--- config.mk ---
export PLATFORM = sky130hd
export DESIGN_NAME = ball_rx_frame_unpacker
export DESIGN_NICKNAME = d
export VERILOG_FILES = /design/src/rtl/ball_link_pkg.sv /design/src/rtl/ball_frame_check.sv /design/src/rtl/ball_rx_frame_unpacker.sv
export SDC_FILE = /design/constraint.sdc
export NUM_CORES = 1
export LEC_CHECK = 0
export ABC_AREA = 1
export CAP_MARGIN = 25
export CORE_ASPECT_RATIO = 0.8
export CORE_MARGIN = 3
export CORE_UTILIZATION = 57
export DETAILED_ROUTE_END_ITERATION = 8
export GPL_TIMING_DRIVEN = 0
export PLACE_DENSITY = 0.82
export SLEW_MARGIN = 0
export SYNTH_ARGS = -nofsm -noshare
export SYNTH_HDL_FRONTEND = slang
export SYNTH_SLANG_ARGS = --single-unit
--- constraint.sdc ---
create_clock -name clk -period 4.4 [get_ports clk]
set_input_delay 1.1 -clock clk [delete_from_list [all_inputs] [get_ports clk]]
set_output_delay 1.1 -clock clk [all_outputs]
set_load 0.005 [all_outputs]
--- src/rtl/ball_link_pkg.sv ---
`default_nettype none
// ============================================================================
// Package     : ball_link_pkg
// Description : Shared types for the player-to-player ball link. Holds the
//               decoded ball frame, the default legal-y bound and the state
//               encoding of the receive-side frame unpacker.
// Revision    : 1.0 - initial release
// ============================================================================
package ball_link_pkg;

    // Ball y is legal only strictly below this screen line.
    localparam int Y_MAX_DEFAULT = 480;

    // Decoded ball state as handed to the local game logic.
    typedef struct packed {
        logic [9:0] y;
        logic [7:0] vy;         // two's complement
        logic [1:0] gravity;
        logic       collusion;
        logic       win;
    } ball_frame_t;

    // Receive FSM encoding (explicit 2-bit width).
    typedef enum logic [1:0] {
        S_IDLE    = 2'd0,
        S_CHECK   = 2'd1,
        S_PRESENT = 2'd2
    } rx_state_t;

endpackage : ball_link_pkg
`default_nettype wire

--- src/rtl/ball_frame_check.sv ---
`default_nettype none
// ============================================================================
// Module      : ball_frame_check
// Description : Purely combinational decode and validation of the six raw
//               register-bank bytes into a ball_frame_t.
// Ports       : y_pos0_i/y_pos1_i  - ball y low byte / high bits
//               y_vel_i            - signed vertical velocity
//               gravity_i          - gravity phase byte
//               collusion_i/win_i  - boolean bytes (0x00/0x01 only)
//               frame_o            - decoded frame
//               ok_o               - 1 when every field is in its legal range
// Revision    : 1.0 - initial release
// ============================================================================
module ball_frame_check
    import ball_link_pkg::*;
#(
    parameter int Y_MAX = Y_MAX_DEFAULT
) (
    input  logic [7:0]  y_pos0_i,
    input  logic [7:0]  y_pos1_i,
    input  logic [7:0]  y_vel_i,
    input  logic [7:0]  gravity_i,
    input  logic [7:0]  collusion_i,
    input  logic [7:0]  win_i,
    output ball_frame_t frame_o,
    output logic        ok_o
);

    logic [9:0] y_w;
    logic       y_ok_w;
    logic       pad_ok_w;
    logic       flag_ok_w;

    assign y_w = {y_pos1_i[1:0], y_pos0_i};

    // Zero-extend to 32 bits so the bound compare is done at full width.
    assign y_ok_w    = ({22'd0, y_w} < 32'(Y_MAX));
    // Unused upper bits of the packed bytes must be zero.
    assign pad_ok_w  = (y_pos1_i[7:2] == 6'd0) && (gravity_i[7:2] == 6'd0);
    // Flags are full bytes carrying a boolean: only 0x00 and 0x01 are legal.
    assign flag_ok_w = (collusion_i[7:1] == 7'd0) && (win_i[7:1] == 7'd0);

    assign ok_o = y_ok_w && pad_ok_w && flag_ok_w;

    always_comb begin
        frame_o           = '0;
        frame_o.y         = y_w;
        frame_o.vy        = y_vel_i;
        frame_o.gravity   = gravity_i[1:0];
        frame_o.collusion = collusion_i[0];
        frame_o.win       = win_i[0];
    end

endmodule : ball_frame_check
`default_nettype wire

--- src/rtl/ball_rx_frame_unpacker.sv ---
`default_nettype none
// ============================================================================
// Module      : ball_rx_frame_unpacker
// Description : Snapshots the six bytes of each completed I2C slave write,
//               validates them, and presents the decoded ball state over a
//               valid/ready handshake. Counts rejected and overrun frames and
//               runs a link watchdog while a ball is expected.
// Ports       : clk, reset (async, active-low)
//               is_slave_done           - write-burst done (pulse or level)
//               i_y_pos0 .. i_is_win_flag - raw register-bank bytes
//               expect_ball             - local game waits for a ball
//               rx_ready / rx_valid     - frame handshake
//               rx_ball_y, rx_ball_vy, rx_gravity, rx_collusion, rx_win
//               frame_err / overrun     - 1-cycle event pulses
//               err_cnt / ovr_cnt       - saturating event counters
//               link_timeout            - watchdog expired
// Revision    : 1.0 - initial release
// ============================================================================
module ball_rx_frame_unpacker
    import ball_link_pkg::*;
#(
    parameter int Y_MAX       = Y_MAX_DEFAULT,
    parameter int TIMEOUT_CYC = 100_000_000,
    parameter int CNT_W       = 8
) (
    input  logic             clk,
    input  logic             reset,
    input  logic             is_slave_done,
    input  logic [7:0]       i_y_pos0,
    input  logic [7:0]       i_y_pos1,
    input  logic [7:0]       i_y_vel,
    input  logic [7:0]       i_gravity,
    input  logic [7:0]       i_is_collusion,
    input  logic [7:0]       i_is_win_flag,
    input  logic             expect_ball,
    input  logic             rx_ready,
    output logic             rx_valid,
    output logic [9:0]       rx_ball_y,
    output logic [7:0]       rx_ball_vy,
    output logic [1:0]       rx_gravity,
    output logic             rx_collusion,
    output logic             rx_win,
    output logic             frame_err,
    output logic             overrun,
    output logic [CNT_W-1:0] err_cnt,
    output logic [CNT_W-1:0] ovr_cnt,
    output logic             link_timeout
);

    localparam int                WD_W   = (TIMEOUT_CYC < 1) ? 1 : $clog2(TIMEOUT_CYC + 1);
    localparam logic [WD_W-1:0]   WD_MAX = WD_W'(TIMEOUT_CYC);
    localparam logic [CNT_W-1:0]  CNT_MAX = {CNT_W{1'b1}};

    // ------------------------------------------------------------------
    // Registers
    // ------------------------------------------------------------------
    rx_state_t        state_q,   state_d;
    logic             done_q;
    logic [7:0]       pos0_q, pos1_q, vel_q, grav_q, col_q, win_q;
    ball_frame_t      rx_frame_q;
    logic             frame_err_q, frame_err_d;
    logic             overrun_q,   overrun_d;
    logic [CNT_W-1:0] err_cnt_q,   err_cnt_d;
    logic [CNT_W-1:0] ovr_cnt_q,   ovr_cnt_d;
    logic [WD_W-1:0]  wd_q,        wd_d;

    logic             new_frame;
    logic             load_rx;
    ball_frame_t      chk_frame;
    logic             chk_ok;

    // Only the rising edge of the done indication starts a frame, so a
    // level held high produces a single frame.
    assign new_frame = is_slave_done & ~done_q;

    // ------------------------------------------------------------------
    // Validation of the captured snapshot
    // ------------------------------------------------------------------
    ball_frame_check #(
        .Y_MAX (Y_MAX)
    ) u_check (
        .y_pos0_i    (pos0_q),
        .y_pos1_i    (pos1_q),
        .y_vel_i     (vel_q),
        .gravity_i   (grav_q),
        .collusion_i (col_q),
        .win_i       (win_q),
        .frame_o     (chk_frame),
        .ok_o        (chk_ok)
    );

    // ------------------------------------------------------------------
    // Next-state logic
    // ------------------------------------------------------------------
    always_comb begin
        state_d     = state_q;
        load_rx     = 1'b0;
        frame_err_d = 1'b0;
        overrun_d   = 1'b0;

        case (state_q)
            S_IDLE: begin
                if (new_frame) begin
                    state_d = S_CHECK;
                end
            end
            S_CHECK: begin
                // A newer frame replaces the one under test without any
                // event; the check simply reruns on the fresh snapshot.
                if (new_frame) begin
                    state_d = S_CHECK;
                end else if (chk_ok) begin
                    state_d = S_PRESENT;
                    load_rx = 1'b1;
                end else begin
                    state_d     = S_IDLE;
                    frame_err_d = 1'b1;
                end
            end
            S_PRESENT: begin
                // A frame arriving together with rx_ready is a clean
                // hand-off; without rx_ready the held frame is lost.
                if (new_frame) begin
                    state_d   = S_CHECK;
                    overrun_d = ~rx_ready;
                end else if (rx_ready) begin
                    state_d = S_IDLE;
                end
            end
            default: begin
                state_d = S_IDLE;
            end
        endcase
    end

    always_comb begin
        err_cnt_d = err_cnt_q;
        if (frame_err_d && (err_cnt_q != CNT_MAX)) begin
            err_cnt_d = err_cnt_q + 1'b1;
        end
    end

    always_comb begin
        ovr_cnt_d = ovr_cnt_q;
        if (overrun_d && (ovr_cnt_q != CNT_MAX)) begin
            ovr_cnt_d = ovr_cnt_q + 1'b1;
        end
    end

    // Watchdog runs only while a ball is expected; a frame that passes the
    // check restarts it. It parks at WD_MAX so the timeout stays asserted.
    always_comb begin
        wd_d = wd_q;
        if (!expect_ball || load_rx) begin
            wd_d = '0;
        end else if (wd_q != WD_MAX) begin
            wd_d = wd_q + 1'b1;
        end
    end

    // ------------------------------------------------------------------
    // Sequential state
    // ------------------------------------------------------------------
    always_ff @(posedge clk or negedge reset) begin
        if (!reset) begin
            state_q     <= S_IDLE;
            done_q      <= 1'b0;
            pos0_q      <= '0;
            pos1_q      <= '0;
            vel_q       <= '0;
            grav_q      <= '0;
            col_q       <= '0;
            win_q       <= '0;
            rx_frame_q  <= '0;
            frame_err_q <= 1'b0;
            overrun_q   <= 1'b0;
            err_cnt_q   <= '0;
            ovr_cnt_q   <= '0;
            wd_q        <= '0;
        end else begin
            state_q     <= state_d;
            done_q      <= is_slave_done;
            frame_err_q <= frame_err_d;
            overrun_q   <= overrun_d;
            err_cnt_q   <= err_cnt_d;
            ovr_cnt_q   <= ovr_cnt_d;
            wd_q        <= wd_d;
            if (new_frame) begin
                pos0_q <= i_y_pos0;
                pos1_q <= i_y_pos1;
                vel_q  <= i_y_vel;
                grav_q <= i_gravity;
                col_q  <= i_is_collusion;
                win_q  <= i_is_win_flag;
            end
            if (load_rx) begin
                rx_frame_q <= chk_frame;
            end
        end
    end

    // ------------------------------------------------------------------
    // Outputs
    // ------------------------------------------------------------------
    assign rx_valid     = (state_q == S_PRESENT);
    assign rx_ball_y    = rx_frame_q.y;
    assign rx_ball_vy   = rx_frame_q.vy;
    assign rx_gravity   = rx_frame_q.gravity;
    assign rx_collusion = rx_frame_q.collusion;
    assign rx_win       = rx_frame_q.win;
    assign frame_err    = frame_err_q;
    assign overrun      = overrun_q;
    assign err_cnt      = err_cnt_q;
    assign ovr_cnt      = ovr_cnt_q;
    assign link_timeout = (wd_q == WD_MAX);

endmodule : ball_rx_frame_unpacker
`default_nettype wire

==> results of run 1 <==
[flip-flops by register name (all words and copies together) (netlist names)]
name and count:
rx_win 1, rx_gravity 2, rx_collusion 1, vel_q 8
ovr_cnt 8, grav_q 8, rx_ball_vy 8, frame_err 1
pos0_q 8, done_q 1, err_cnt 8, rx_ball_y 10
state_q 2, col_q 8, overrun 1, pos1_q 8
wd_q 27, win_q 8
[synth_stat cells (2+ instances only)]
cell type | count | area, sq um
nand2_1 | 183 | 687
clkbuf_1 | 9 | 33.8
xnor2_1 | 12 | 105
ha_1 | 4 | 50.1
nand3_1 | 28 | 140
buf_4 | 4 | 30.0
nor2_2 | 4 | 25.0
nand3_2 | 2 | 20.0
buf_1 | 3 | 11.3
o21ai_1 | 5 | 25.0
inv_1 | 94 | 353
nand4_1 | 11 | 68.8
o21ai_0 | 75 | 375
xor2_1 | 7 | 61.3
a21oi_1 | 5 | 25.0
dfrtp_1 | 118 | 2950
nor2_4 | 2 | 22.5
nor2_1 | 72 | 270
nand2_2 | 2 | 12.5
nor3_1 | 19 | 95.1
[worst paths after layout]
| kind | endpoint | startpoint | cells after the start | slack [ns] |
|---|---|---|---|---|
| setup reg to reg | err_cnt[1] | err_cnt[0] | 8 | 2.62 |
| setup / recovery | link_timeout | wd_q[0] | 7 | 1.02 |
| max in group asynchronous | wd_q[6] | reset | 2 | 3.11 |
| min in group asynchronous | wd_q[9] | reset | 1 | 0.56 |
| hold / removal | state_q[0] | state_q[1] | 1 | 0.43 |
| hold reg to reg | state_q[0] | state_q[1] | 1 | 0.43 |
[layer usage]
| layer | track usage | vias up |
|---|---|---|
| met4 | 0.108 | 0 |
| met1 | 0.370 | 2320 |
| met2 | 0.417 | 193 |
| met3 | 0.0796 | 24 |
| met5 | 0 | - |
| li1 | - | 2319 |
[power breakdown]
group | switching (mW) | leakage [nW] | internal (mW) | total, mW
combinational | 0.139 | 1.42 | 0.130 | 0.269
sequential | 0.0455 | 1.55 | 1.16 | 1.21
clock | 0.547 | 0.263 | 0.731 | 1.28
[per-stage QoR]
step | std cells | utilization | setup WS, ns | cell area, sq um
floorplan | 669 | - | 2.26 | 5450
global placement | 878 | 0.711 | -2.24 | 6530
detailed placement | 879 | 0.714 | 1.50 | 6560
CTS | 911 | 0.773 | 1.05 | 7110
global route | 911 | 0.773 | 0.914 | 7110
finish | 911 | 0.773 | 1.02 | 7110
[cells by family after synthesis]
group                      after synthesis  share of synthesized area
and+or+nand+nor                        328                      0.255
adders and majority gates                4                    0.00919
xor gates and xnor gates                19                     0.0305
DFF                                    118                      0.542
AOI/OAI and AO/OA                       87                     0.0806
buffers and inverters                  113                     0.0822
[layout make-up]
type                    count  area share
multi-input cells         438       0.288
clock inverters            15      0.0172
plain buffers              18      0.0128
inverters                  95      0.0502
repair buffers             95       0.136
well taps                 115      0.0202
flip-flops and latches    118       0.415
clock buffers              17      0.0598
==> flow_summary_export.csv, run 1 <==
group,metric,value,unit
run_status,run_status,"finished, final reports clean",
grt,groute.usage.overall,0.274,
finish,regArea,0.00295,sq mm
routing,first_iter_violations,424,
yosys,synthCells,669,
clock_tree,clkTransAtPathRegs,0.06,ns
yosys,async_flop_share,1.00,
finish,area.growth.synth_to_final,30.5,%
pwr,power_leakage,3.24,nW
sta,hold_viol_final,0,
place,gp_congestion,0.897,
yosys,yosysSeqAreaShare,0.542,
die,pin_count,95,
routing,drt_wl_total,13900,um
clock_tree,cts-buffers-inserted,17,
routing,ant_nets,0,
finish,final_nets,840,
place,port_buffers,94,
sta,slew_headroom,0.648,
clock_tree,htree_levels,4,
die,dieArea,0.0108,sq mm
yosys,ys.flop_type,"dfrtp_1",
finish,most-common-layout-cells,"nand2_1, dfrtp_1, inv_1",
clock_tree,clk_latency,0.42,ns
worst_setup_path,end_kind,"output pin",
finish,n_antenna_cell,0,
worst_setup_path,startpoint_type,"flip-flop",
sta,rsz0062_at_grt,"no",
sta,clock_skew,0.00765,ns
finish,layout-drive-gt1-share,0.0678,
routing,wl_met2,6530,um
clock_tree,holdBufCountCts,0,
die,die_h,93.4,um
pwr,vdd_ir_drop_max,0.000300,V
worst_setup_path,critPathSlowestCell,"clkdlybuf4s50_1",
yosys,synth_cell_types,30,
routing,first_pass_iters,5,
routing,via_per_inst,5.33,
yosys,synth_seq_cells,118,
sta,finalCritPeriodShare,0.769,
worst_setup_path,slowest_delay,0.56,ns
flow_run,maxCapViolations,0,
finish,multi_input_area,0.00205,sq mm
pwr,powerDensity,387,mW/mm^2
sta,fmax,296,MHz
sta,maxSlewViolCount,0,
worst_setup_path,cp.arrival,2.28,ns
grt,grt_pass1_vias,4794,
worst_setup_path,crit_chain,"inv_1, ha_1, nand2_1, nor2_1, nand3_1, nor2_1, clkdlybuf4s50_1",
worst_setup_path,path_buf_inv,2,
finish,final_common_cell,"nand2_1",
yosys,yosysWarnings,0,
die,initial_core_util,0.593,
grt,antenna_found_initial,0,
sta,finalCriticalPeriod,3.38,ns
worst_setup_path,path_delay_family,"buffers and inverters",
clock_tree,ctsRootBufferMaster,"clkbuf_16",
pwr,total_power,2.75,mW
clock_tree,cts_resized,0,
clock_tree,cts_tree,"built",
routing,via_count,4856,
routing,top_layer_used,"met4",
worst_setup_path,critical_path.max_fanout,5,
yosys,synth_fp_nets,726,
worst_setup_path,crit_type,"flip-flop to output pin",
routing,wl_per_cell,15.3,um
sta,hold_ws,0.434,ns
worst_setup_path,cp.required,3.30,ns
yosys,avgSynthCellArea,8.14,sq um
routing,met3WireLength,1030,um
sta,tightest_slew,0.528,ns
hold_path,worstHoldPathType,"flip-flop to flip-flop",
die,num_rows,31,
routing,drc,0,
yosys,synth_area,0.00545,sq mm
die,dieWidth,115,um
clock_tree,cts_setup_buffers,0,
place,hpwl,9690,um
die,core,0.00919,sq mm
sta,timing.setup.tns,0,ns
yosys,synth_edf_count,0,
worst_setup_path,crit_path_frequent_cell,"nor2_1",
routing,wl_met1,6080,um
grt,grt_max_degree,86,
clock_tree,cts_buffer_depth,2,
grt,grt_overflow,0,
sta,setup_viol,0,
clock_tree,cts_sinks,118,
grt,grt_pass1_wl,22900,um
finish,fill_cells,639,
Power figures use the tool's default switching activity.
==> inputs of run 2 (changes only) <==
--- a/config.mk
+++ b/config.mk
@@ -9,10 +9,10 @@
 export CAP_MARGIN = 25
 export CORE_ASPECT_RATIO = 0.8
 export CORE_MARGIN = 3
-export CORE_UTILIZATION = 57
+export CORE_UTILIZATION = 53
 export DETAILED_ROUTE_END_ITERATION = 8
 export GPL_TIMING_DRIVEN = 0
-export PLACE_DENSITY = 0.82
+export PLACE_DENSITY = 0.77
 export SLEW_MARGIN = 0
 export SYNTH_ARGS = -nofsm -noshare
 export SYNTH_HDL_FRONTEND = slang
==> constraint.sdc (replaced) <==
create_clock -name clk -period 3.3 [get_ports clk]
set_input_delay 0.825 -clock clk [delete_from_list [all_inputs] [get_ports clk]]
set_output_delay 0.825 -clock clk [all_outputs]
set_load 0.005 [all_outputs]
==> flow_summary_export.csv, run 2 (synthesized netlist as in run 1, its figures left out) <==
group,metric,value,unit
clock_tree,cts-buffers-inserted,17,
worst_setup_path,crit_path_frequent_cell,"nor2_1",
grt,antenna_found_initial,0,
finish,largest-register,"wd_q",
worst_setup_path,slowest_delay,0.56,ns
finish,fill_cells,743,
run_status,run_status,"finished, final reports clean",
worst_setup_path,critPathSlowestCell,"clkdlybuf4s50_1",
worst_setup_path,critical_path.max_fanout,5,
routing,wl_per_cell,14.9,um
die,initial_core_util,0.555,
worst_setup_path,end_kind,"output pin",
worst_setup_path,cp.arrival,2.28,ns
place,placed_cells,900,
routing,via_per_inst,5.22,
sta,slew_headroom,0.622,
finish,final_cell_area,0.00718,sq mm
clock_tree,cts_buffer_depth,2,
worst_setup_path,path_delay_family,"buffers and inverters",
finish,most-common-layout-cells,"nand2_1, dfrtp_1, inv_1",
clock_tree,clk_latency,0.42,ns
routing,first_iter_violations,369,
worst_setup_path,regToRegStartpoint,"col_q[1]",
sta,finalCriticalPeriod,3.10,ns
sta,timing.setup.tns,0,ns
finish,final_util,0.732,
pwr,total_power,3.82,mW
sta,fmax,322,MHz
sta,maxSlewViolCount,0,
sta,rsz0062_at_grt,"no",
grt,grt_pass1_wl,23400,um
finish,area.growth.synth_to_final,31.9,%
grt,grt_max_degree,90,
worst_setup_path,cp.required,2.47,ns
routing,drc,0,
worst_setup_path,crit_type,"flip-flop to output pin",
hold_path,worstHoldPathType,"input pin to asynchronous set/reset pin",
finish,final_nets,840,
sta,tightest_slew,0.567,ns
place,port_buffers,94,
place,dpl-instance-area,0.00659,sq mm
clock_tree,cts_setup_buffers,0,
sta,layout_setup_ws,0.199,ns
worst_setup_path,regToRegSetupSlack,1.49,ns
clock_tree,htree_levels,4,
finish,largest_register_ffs,27,
routing,first_pass_iters,5,
sta,finalCritPeriodShare,0.940,
worst_setup_path,cp-endpoint,"link_timeout",
die,pin_count,95,
worst_setup_path,reg2reg_to,"rx_ball_vy[3]",
clock_tree,cts_tree,"built",
routing,via_count,4861,
pwr,powerDensity,532,mW/mm^2
worst_setup_path,crit_path_start,"wd_q[0]",
grt,groute.usage.overall,0.253,
die,die_h,96.7,um
grt,grt_pass1_vias,4930,
sta,hold_viol_final,0,
finish,finalNonFillerCells,932,
routing,ant_nets,0,
finish,layout-drive-gt1-share,0.0678,
sta,setup_viol,0,
die,num_rows,32,
sta,hold_ws,0.279,ns
clock_tree,cts_sinks,118,
worst_setup_path,r2r_cells,8,
sta,clock_skew,0.00791,ns
finish,n_antenna_cell,0,
finish,final_common_cell,"nand2_1",
worst_setup_path,crit_chain,"inv_1, ha_1, nand2_1, nor2_1, nand3_1, nor2_1, clkdlybuf4s50_1",
worst_setup_path,path_buf_inv,2,
place,gp_congestion,0.964,
die,dieWidth,119,um
clock_tree,ctsRootBufferMaster,"clkbuf_16",
die,core,0.00981,sq mm
flow_run,maxCapViolations,0,
pwr,power_leakage,3.26,nW
worst_setup_path,critical_path_depth,7,
die,dieArea,0.0115,sq mm
place,post-place-ws,0.645,ns
place,hpwl,9620,um
worst_setup_path,startpoint_type,"flip-flop",
routing,drt_wl_total,13900,um
grt,grt_overflow,0,
pwr,vdd_ir_drop_max,0.000372,V
clock_tree,clkTransAtPathRegs,0.06,ns
clock_tree,cts_resized,0,
clock_tree,holdBufCountCts,0,
==> run 2: cell types whose count changed in the layout (fill, tap and decap cells not counted), sizes merged <==
cell,delta
bufinv,+2
clkinvlp,-1
inv,-1
==> run 2: area by class of cell <==
type	count	area, sq um	area share
repair buffers	95	970	0.135
flip-flops and latches	118	2950	0.411
clock buffers	17	425	0.0592
plain buffers	18	91.3	0.0127
clock inverters	15	170	0.0237
well taps	136	170	0.0237
multi-input cells	438	2050	0.285
inverters	95	357	0.0496
==> run 2: layer usage <==
| metal | vias to the layer above | wire length [um] | share of wire | global-route usage |
|---|---|---|---|---|
| met1 | 2357 | 6100 | 0.44 | 0.341 |
| met3 | 26 | 865 | 0.062 | 0.0719 |
| met5 | - | 0 | 0 | 0 |
| met2 | 153 | 6630 | 0.48 | 0.394 |
| met4 | 0 | 262 | 0.019 | 0.0915 |
| li1 | 2325 | - | - | - |
==> run 2: worst min-delay path by stage <==
stage	start	to	slack (ns)	cells after the start
after floorplan	state_q[1]	state_q[0]	0.42	1
after global placement	state_q[1]	state_q[0]	0.43	1
after detailed placement	state_q[1]	state_q[0]	0.45	1
after CTS	reset	wd_q[9]	0.28	1
after global routing	reset	wd_q[9]	0.29	1
final	reset	wd_q[7]	0.28	1
==> run 2: where the power goes <==
part | switching, mW | internal, mW
Combinational | 0.193 | 0.174
Sequential | 0.0613 | 1.55
Clock | 0.716 | 1.13
Total | 0.970 | 2.85
